### src/rtl/load_store_unit.sv
// Load/store unit: single-transaction bus master with byte-lane formatting and a bus timeout.
// Build option: define LSU_MISALIGN_TRAP_EN to trap misaligned halfword/word accesses instead of masking the low bits.
module load_store_unit #(
    parameter int TIMEOUT_CYCLES = 255
) (
    input  logic        clk,
    input  logic        rst_n,
    input  logic        req_valid,
    output logic        req_ready,
    input  logic [5:0]  alucode,
    input  logic [31:0] addr,
    input  logic [31:0] store_data,
    input  logic [4:0]  rd_in,
    output logic        resp_valid,
    input  logic        resp_ready,
    output logic [31:0] load_data,
    output logic [4:0]  rd_out,
    output logic        misalign_err,
    output logic        bus_err,
    output logic        mem_req,
    output logic        mem_we,
    output logic [31:0] mem_addr,
    output logic [3:0]  mem_wstrb,
    output logic [31:0] mem_wdata,
    input  logic        mem_ack,
    input  logic [31:0] mem_rdata
);
    // state | meaning
    // IDLE  | waiting for an operation, req_ready=1
    // BUS   | mem_req held until mem_ack or timeout
    // RESP  | response presented until resp_ready
    localparam logic [5:0] ALU_LB  = 6'd23;
    localparam logic [5:0] ALU_LH  = 6'd24;
    localparam logic [5:0] ALU_LW  = 6'd25;
    localparam logic [5:0] ALU_LBU = 6'd26;
    localparam logic [5:0] ALU_LHU = 6'd27;
    localparam logic [5:0] ALU_SB  = 6'd28;
    localparam logic [5:0] ALU_SH  = 6'd29;
    localparam logic [5:0] ALU_SW  = 6'd30;

    localparam int CW = (TIMEOUT_CYCLES < 2) ? 1 : $clog2(TIMEOUT_CYCLES);
    localparam logic [CW-1:0] WAIT_LOAD = CW'(TIMEOUT_CYCLES - 1);

    typedef enum logic [1:0] {IDLE, BUS, RESP} state_t;

    state_t        state, state_nxt;
    logic [5:0]    op_q;
    logic [31:0]   addr_q;
    logic [31:0]   sdata_q;
    logic [4:0]    rd_q;
    logic [CW-1:0] wait_cnt;
    logic [31:0]   ld_q;
    logic          mis_q;
    logic          berr_q;
    logic          accept;
    logic          trap_in;
    logic          timeout;

    function automatic logic is_mem(input logic [5:0] code);
        return (code >= ALU_LB) && (code <= ALU_SW);
    endfunction

    function automatic logic misaligned(input logic [5:0] code, input logic [1:0] a);
        logic half, word;
        half = (code == ALU_LH) || (code == ALU_LHU) || (code == ALU_SH);
        word = (code == ALU_LW) || (code == ALU_SW);
        return (half && a[0]) || (word && (a != 2'b00));
    endfunction

    function automatic logic [31:0] fmt_load(input logic [5:0] code, input logic [1:0] a,
                                             input logic [31:0] d);
        logic [7:0]  b;
        logic [15:0] h;
        b = d[{a, 3'b000} +: 8];
        h = a[1] ? d[31:16] : d[15:0];
        case (code)
            ALU_LB:  return {{24{b[7]}}, b};
            ALU_LBU: return {24'd0, b};
            ALU_LH:  return {{16{h[15]}}, h};
            ALU_LHU: return {16'd0, h};
            ALU_LW:  return d;
            default: return 32'd0;
        endcase
    endfunction

    assign accept = req_valid && (state == IDLE);
`ifdef LSU_MISALIGN_TRAP_EN
    assign trap_in = misaligned(alucode, addr[1:0]);
`else
    assign trap_in = 1'b0;
`endif
    assign timeout = (state == BUS) && !mem_ack && (wait_cnt == '0);

    always_ff @(posedge clk or negedge rst_n) begin
        if (!rst_n) state <= IDLE;
        else        state <= state_nxt;
    end

    always_comb begin
        state_nxt = state;
        case (state)
            IDLE: if (req_valid) state_nxt = (is_mem(alucode) && !trap_in) ? BUS : RESP;
            BUS:  if (mem_ack || wait_cnt == '0) state_nxt = RESP;
            RESP: if (resp_ready) state_nxt = IDLE;
            default: state_nxt = IDLE;
        endcase
    end

    always_ff @(posedge clk or negedge rst_n) begin
        if (!rst_n) begin
            op_q     <= '0;
            addr_q   <= '0;
            sdata_q  <= '0;
            rd_q     <= '0;
            wait_cnt <= '0;
            ld_q     <= '0;
            mis_q    <= 1'b0;
            berr_q   <= 1'b0;
        end else if (accept) begin
            op_q     <= alucode;
            addr_q   <= addr;
            sdata_q  <= store_data;
            rd_q     <= rd_in;
            wait_cnt <= WAIT_LOAD;
            ld_q     <= '0;
            mis_q    <= trap_in;
            berr_q   <= 1'b0;
        end else if (state == BUS) begin
            // ack beats a same-cycle timeout
            if (mem_ack) begin
                ld_q   <= fmt_load(op_q, addr_q[1:0], mem_rdata);
                berr_q <= 1'b0;
            end else if (timeout) begin
                ld_q   <= '0;
                berr_q <= 1'b1;
            end else begin
                wait_cnt <= wait_cnt - 1'b1;
            end
        end
    end

    always_comb begin
        logic in_bus;
        in_bus       = (state == BUS);
        req_ready    = (state == IDLE);
        resp_valid   = (state == RESP);
        load_data    = ld_q;
        rd_out       = rd_q;
        misalign_err = mis_q;
        bus_err      = berr_q;
        mem_req      = in_bus;
        mem_we       = 1'b0;
        mem_addr     = '0;
        mem_wstrb    = 4'b0000;
        mem_wdata    = '0;
        if (in_bus) begin
            mem_addr = {addr_q[31:2], 2'b00};
            case (op_q)
                ALU_SB: begin
                    mem_we    = 1'b1;
                    mem_wstrb = 4'b0001 << addr_q[1:0];
                    mem_wdata = {4{sdata_q[7:0]}};
                end
                ALU_SH: begin
                    mem_we    = 1'b1;
                    mem_wstrb = addr_q[1] ? 4'b1100 : 4'b0011;
                    mem_wdata = {2{sdata_q[15:0]}};
                end
                ALU_SW: begin
                    mem_we    = 1'b1;
                    mem_wstrb = 4'b1111;
                    mem_wdata = sdata_q;
                end
                default: ;
            endcase
        end
    end
endmodule

### config.mk
export PLATFORM = sky130hd
export DESIGN_NAME = load_store_unit
export DESIGN_NICKNAME = d
export VERILOG_FILES = /design/src/rtl/load_store_unit.sv
export SDC_FILE = /design/constraint.sdc
export NUM_CORES = 1
export LEC_CHECK = 0
export BUFFER_PORTS_ARGS = -buffer_cell sky130_fd_sc_hd__buf_2
export CAP_MARGIN = 20
export CORE_ASPECT_RATIO = 1.25
export CORE_MARGIN = 4
export CORE_UTILIZATION = 25
export DETAILED_ROUTE_END_ITERATION = 8
export PLACE_DENSITY_LB_ADDON = 0.2
export SLEW_MARGIN = 20
export SYNTH_ARGS = -nofsm -noshare
export SYNTH_HDL_FRONTEND = slang
export SYNTH_SLANG_ARGS = --single-unit
### constraint.sdc
create_clock -name clk -period 3.2 [get_ports clk]
set_input_delay 0.16 -clock clk [delete_from_list [all_inputs] [get_ports clk]]
set_output_delay 0.16 -clock clk [all_outputs]
set_load 0.02 [all_outputs]
After elaboration in Yosys (flattened, before gate mapping)
Cells that the tools add are included.
- register bits: 118
- output and inout port bits: 111
- add/sub/neg operators: 1
- $lt $le $gt $ge: 2
- equality and inequality tests: 15
- shift-type cells: 2
- muxes and demuxes: 27
- reduce and logical (&&, ||, !) cells: 14
- operators by type and width (operator ; count):
    $mux W32 ; 6
    $pmux W32 S5 ; 1
    $pmux W32 S3 ; 1
    $eq A6 B5 Y1 const B ; 8
    $mux W8 ; 4
    $shiftx A32 B6 Y8 ; 1
    $mux W16 ; 1
    $pmux W4 S3 ; 1
    $logic_not A8 Y1 ; 1
    $mux W2 ; 4
    $mux W4 ; 2
    $sub A8 B1 Y8 const B ; 1
    $ge A6 B5 Y1 const B ; 1
    $le A6 B5 Y1 const B ; 1
    $mux W1 ; 6
    $ne A2 B1 Y1 const B ; 3
    $pmux W2 S3 ; 1
    $reduce_and A3 Y1 ; 2
    $logic_and A1 B1 Y1 ; 4
    $ne A2 B2 Y1 const B ; 2
    $shl A1 B2 Y4 const A ; 1
    $reduce_bool A3 Y1 ; 1
    $reduce_or A3 Y1 ; 1
    $eq A2 B1 Y1 const B ; 1
    6 further kinds ; 6

Longest topological paths before layout
- depth in word-level cells: 7
- depth in mapped cells: 8
- gate-level depth less buffers: 6

Worst setup path after synthesis
No wires, ideal clock.
- path kind: reg2reg
- start: reg wait_cnt[0]
- end: reg ld_q[2], in the netlist load_data[2]
- library setup time: 0.126 ns
- arrival: 1.865 ns
- slack: 1.209 ns
- stages on the path, launching flop included: 9
- path buffers: 2
- path through: dfrtp_1 inv_1 ha_1 or3b_2 clkbuf_1 o21bai_4 a21oi_2 buf_6 a221o_1
- word-level cells in the longest chain between the ends: 4
- ends and longest elaborated chain (item ; RTL line ; source):
    start: declaration ; 51 ; logic [CW-1:0] wait_cnt;
    start signal: assignment ; 137 ; wait_cnt <= wait_cnt - 1'b1;
    $logic_not A8 Y1 ; 92 ; assign timeout = (state == BUS) && !mem_ack && (wait_cnt == '0);
    $logic_and A1 B1 Y1 ; 92 ;
    $reduce_bool A3 Y1 (no source line) ; - ;
    $reduce_and A2 Y1 (no source line) ; - ;
    end signal: assignment ; 131 ; ld_q <= fmt_load(op_q, addr_q[1:0], mem_rdata);
    end: declaration ; 52 ; logic [31:0] ld_q;
No other way between the ends.
A chain may end at the register's enable or synchronous reset.

Worst setup path in the final report
- start: reg op_q[4]
- end: out mem_wdata[1]
- word-level cells in the longest chain between the ends: 3
- elaborated cells between the ends (all ways): 5
- those cells by class: eq/ne (3); mux (2)
- ends and longest elaborated chain (item ; RTL line ; source):
    start: declaration ; 47 ; logic [5:0] op_q;
    start signal: assignment ; 120 ; op_q <= alucode;
    $eq A6 B5 Y1 ; 158 ; case (op_q)
    $pmux W32 S3 * ; 158 ;
    $mux W32 * ; 156 ; if (in_bus) begin
    end: declaration ; 24 ; output logic [31:0] mem_wdata,
Mark *: on every way between the ends. The rest lies on a longest branch, timed or not.

==> results.yml <==
place:
  place.gp.congestion: 0.7928
  hpwlAfterDp_mm: 15.98
  io_buffers: 219
  dpl_cell_area_mm2: 0.007802
power:
  p_per_area_mw_per_mm2: 719.7
  power.switching_w: 0.002531
  switching_share: 0.3842
  vdd_drop_max_mv: 0.4041
  pwr-share-clk: 0.293
  p_int_w: 0.004057
  seqPwrFrac: 0.354
  power.leakage_nw: 4.668
  power_frac_comb: 0.354
clocking:
  clockRootBuffer: "clkbuf_16"
  htree_levels: 4
  cts_tree: "done"
  clk_latency_ps: 420
  cts_inserted_buffers: 17
  clk_pin_slew_ps: 60
  cts_sinks: 118
  clockBufferDepth: 2
  ctsResizeCount: 0
synth:
  netlist_instances: 743
  yosys.area.top_type_share: 0.4616
  postSynthAreaPerCell_um2: 8.610
  async_flop_share: 1.000
  syn-cell-area_mm2: 0.006397
  synth_seq_cells: 118
  yosysUniqueCellTypes: 55
  yosysWarnings: 0
  synth_edf_count: 0
  synthTopCellsByArea: "dfrtp_1 (46%), nand2_1 (15%), and2_1 (3.8%)"
  synth.largest_area_cell: "dfrtp_1"
  ys.flop_type: "dfrtp_1"
  ys_seq_area_frac: 0.4616
critical_path:
  worst-endpoint-arrival_ps: 2540
  critPathRequiredTime_ps: 3040
  worst_setup_path_end_kind: "primary output"
  criticalPathCategory: "register to primary output"
  critPathBufInv: 2
  path_cells: "nor2b_1, nand4_1, buf_4, a21oi_1, and2_1, buf_2"
  crit_fanout: 25
  critical_path.top_delay_family: "compound AO/OA/AOI/OAI gates"
  critPathLaunchType: "register"
  cpMaxStageDelayCell: "a21oi_1"
  slowest_delay_ps: 670
sta:
  post-route-min-period_ps: 2696
  worstMarginPinSlew_ps: 849.5
  fmax_mhz: 370.9
  rsz0062_at_grt: "no"
  maxSlewHeadroom: 0.4337
  finalClockSkew_ps: 11.68
  hold_viol: 0
  finalSetupTns_ps: 0
  fin_crit_sh: 0.8425
  maxSlewViolCount: 0
  setup_viol: 0
die:
  rows: 65
  chipHeight_um: 186.9
  io_pins: 223
  dieArea_mm2: 0.02823
  initial_core_util: 0.2537
  core_area_mm2: 0.02521
  fp.dieW_um: 151.1
drt:
  first_pass_iters: 6
  drc: 0
  num_vias: 6236
  wl_per_cell_um: 16.76
  via_per_inst: 4.568
  drt_iter0_markers: 294
  antenna_left: 0
  routed_wl_mm: 22.87
outcome:
  status: "completed"
min_path:
  min_path_type: "primary input to register"
job:
  cap_violations: 0
final_layout:
  final_cell_mix: "nand2_1 (247), buf_2 (218), dfrtp_1 (118), dlygate4sd3_1 (76), a21oi_1 (44)"
  n_fill_cell: 2685
  nets: 1129
  postLayoutCellArea_mm2: 0.009154
  final_common_cell: "nand2_1"
  area_growth_pct: 43.09
  drive_gt1_frac: 0.2840
global_route:
  track_usage: 0.1620
  grt_overflow: 0
  grt_use_met1: 0.2065
  use_met2: 0.2709
  grt_pass1_vias: 6427
  grt_max_degree: 80
  grt_util_met3: 0.03902
  busiest_layer: "met2"
  antenna_found_initial: 2
  grt_pass1_wl_mm: 36.19
==> flip-flops by register name, summed over array words and instances (netlist names) <==
| register | count |
|---|---|
| addr_q | 32 |
| bus_err | 1 |
| load_data | 32 |
| op_q | 6 |
| rd_out | 5 |
| sdata_q | 32 |
| state | 2 |
| wait_cnt | 8 |
==> timing repair <==
item | 4_1_cts | 5_1_grt
hold endpoints to repair | 112 | 0
hold buffers | 76 | 0
setup buffers | 0 | 0
==> worst min-delay path, stage by stage <==
cell and delay, ps:
buf_2 110, nor3_1 50, o31ai_1 170
==> routing by layer <==
metal  share of wire  routed length [um]  vias to the layer above
li1                -                   -                     3045
met1            0.43                9768                     2967
met2            0.50               11340                      196
met3           0.061                1398                       28
met4           0.016                 364                        0
met5               0                   0                        -
==> kinds of logic after synthesis <==
family                   synth area share
flip-flops                         0.4616
AND/OR/NAND/NOR                    0.2652
buffers and inverters             0.04322
XOR/XNOR                         0.006847
other                           0.0005862
adder cells (fa/ha/maj)          0.003911
multiplexers                      0.06747
AO/OA/AOI/OAI                      0.1512
==> metrics by stage <==
| step | cells | power (W) | utilization | hold WS [ps] | worst slack, ps |
|---|---|---|---|---|---|
| finish | 1365 | 0.006588 | 0.3631 | 120.1 | 504.0 |
| global route | 1365 | 0.007055 | 0.3631 | 154.3 | 295.5 |
| CTS | 1363 | 0.006682 | 0.3629 | 105.8 | 467.2 |
| detailed placement | 1255 | 0.004640 | 0.3095 | 184.4 | 938.8 |
| global placement | 1255 | 0.004616 | 0.3095 | 181.1 | 978.4 |
| floorplan | 745 | 0.003915 | - | -135.6 | 1209 |
==> synth_stat cells (2+ instances only) <==
master / count
nand2_1: 248
dfrtp_1: 118
a21oi_1: 45
and2_1: 39
clkbuf_1: 39
nor2_1: 31
o21ai_0: 27
a22o_1: 25
mux2i_1: 24
nor2b_1: 17
buf_2: 14
nand2b_1: 11
a21boi_0: 9
mux4_2: 8
o41ai_1: 8
or2_2: 8
a221o_1: 7
a2111oi_0: 6
o211ai_1: 4
buf_4: 3
inv_1: 3
nor3b_1: 3
o21a_1: 3
xor2_1: 3
buf_1: 2
ha_1: 2
nand3_1: 2
nand3b_1: 2
nand4_1: 2
nand4b_1: 2
nor3_1: 2
or3_1: 2
xnor2_1: 2
==> layout make-up <==
cell class                 count  area [um2]  share of cell area
antenna                        2       5.005           0.0005467
clock buffer                  20       456.7             0.04989
clock inverter                12       128.9             0.01408
inverter                       5       18.77            0.002050
multi-input combinational    563        3188              0.3483
sequential                   118        2953              0.3226
tap                          335       419.2             0.04579
timing repair buffer         310        1984              0.2168
==> power groups by stage <==
stage / Sequential, W / Combinational (W) / Clock [W]
3_3_place_gp: 0.00235 / 0.00227 / 0
6_report: 0.00233 / 0.00233 / 0.00193
2_1_floorplan: 0.00224 / 0.00167 / 0
5_1_grt: 0.00240 / 0.00262 / 0.00204
3_5_place_dp: 0.00236 / 0.00228 / 0
4_1_cts: 0.00233 / 0.00237 / 0.00198
==> path summary, 6_finish.rpt <==
path	start	endpoint	slack, ps	cells past startpoint
worst max-delay path	op_q[4]	mem_wdata[1]	500	6
worst min-delay path	req_valid	state[0]	120	3
worst max register to register	op_q[0]	load_data[14]	830	4
worst min register to register	addr_q[16]	addr_q[16]	460	2
max in group asynchronous	rst_n	load_data[11]	1980	3
min in group asynchronous	rst_n	addr_q[29]	310	2
Power figures use the tool's default switching activity.
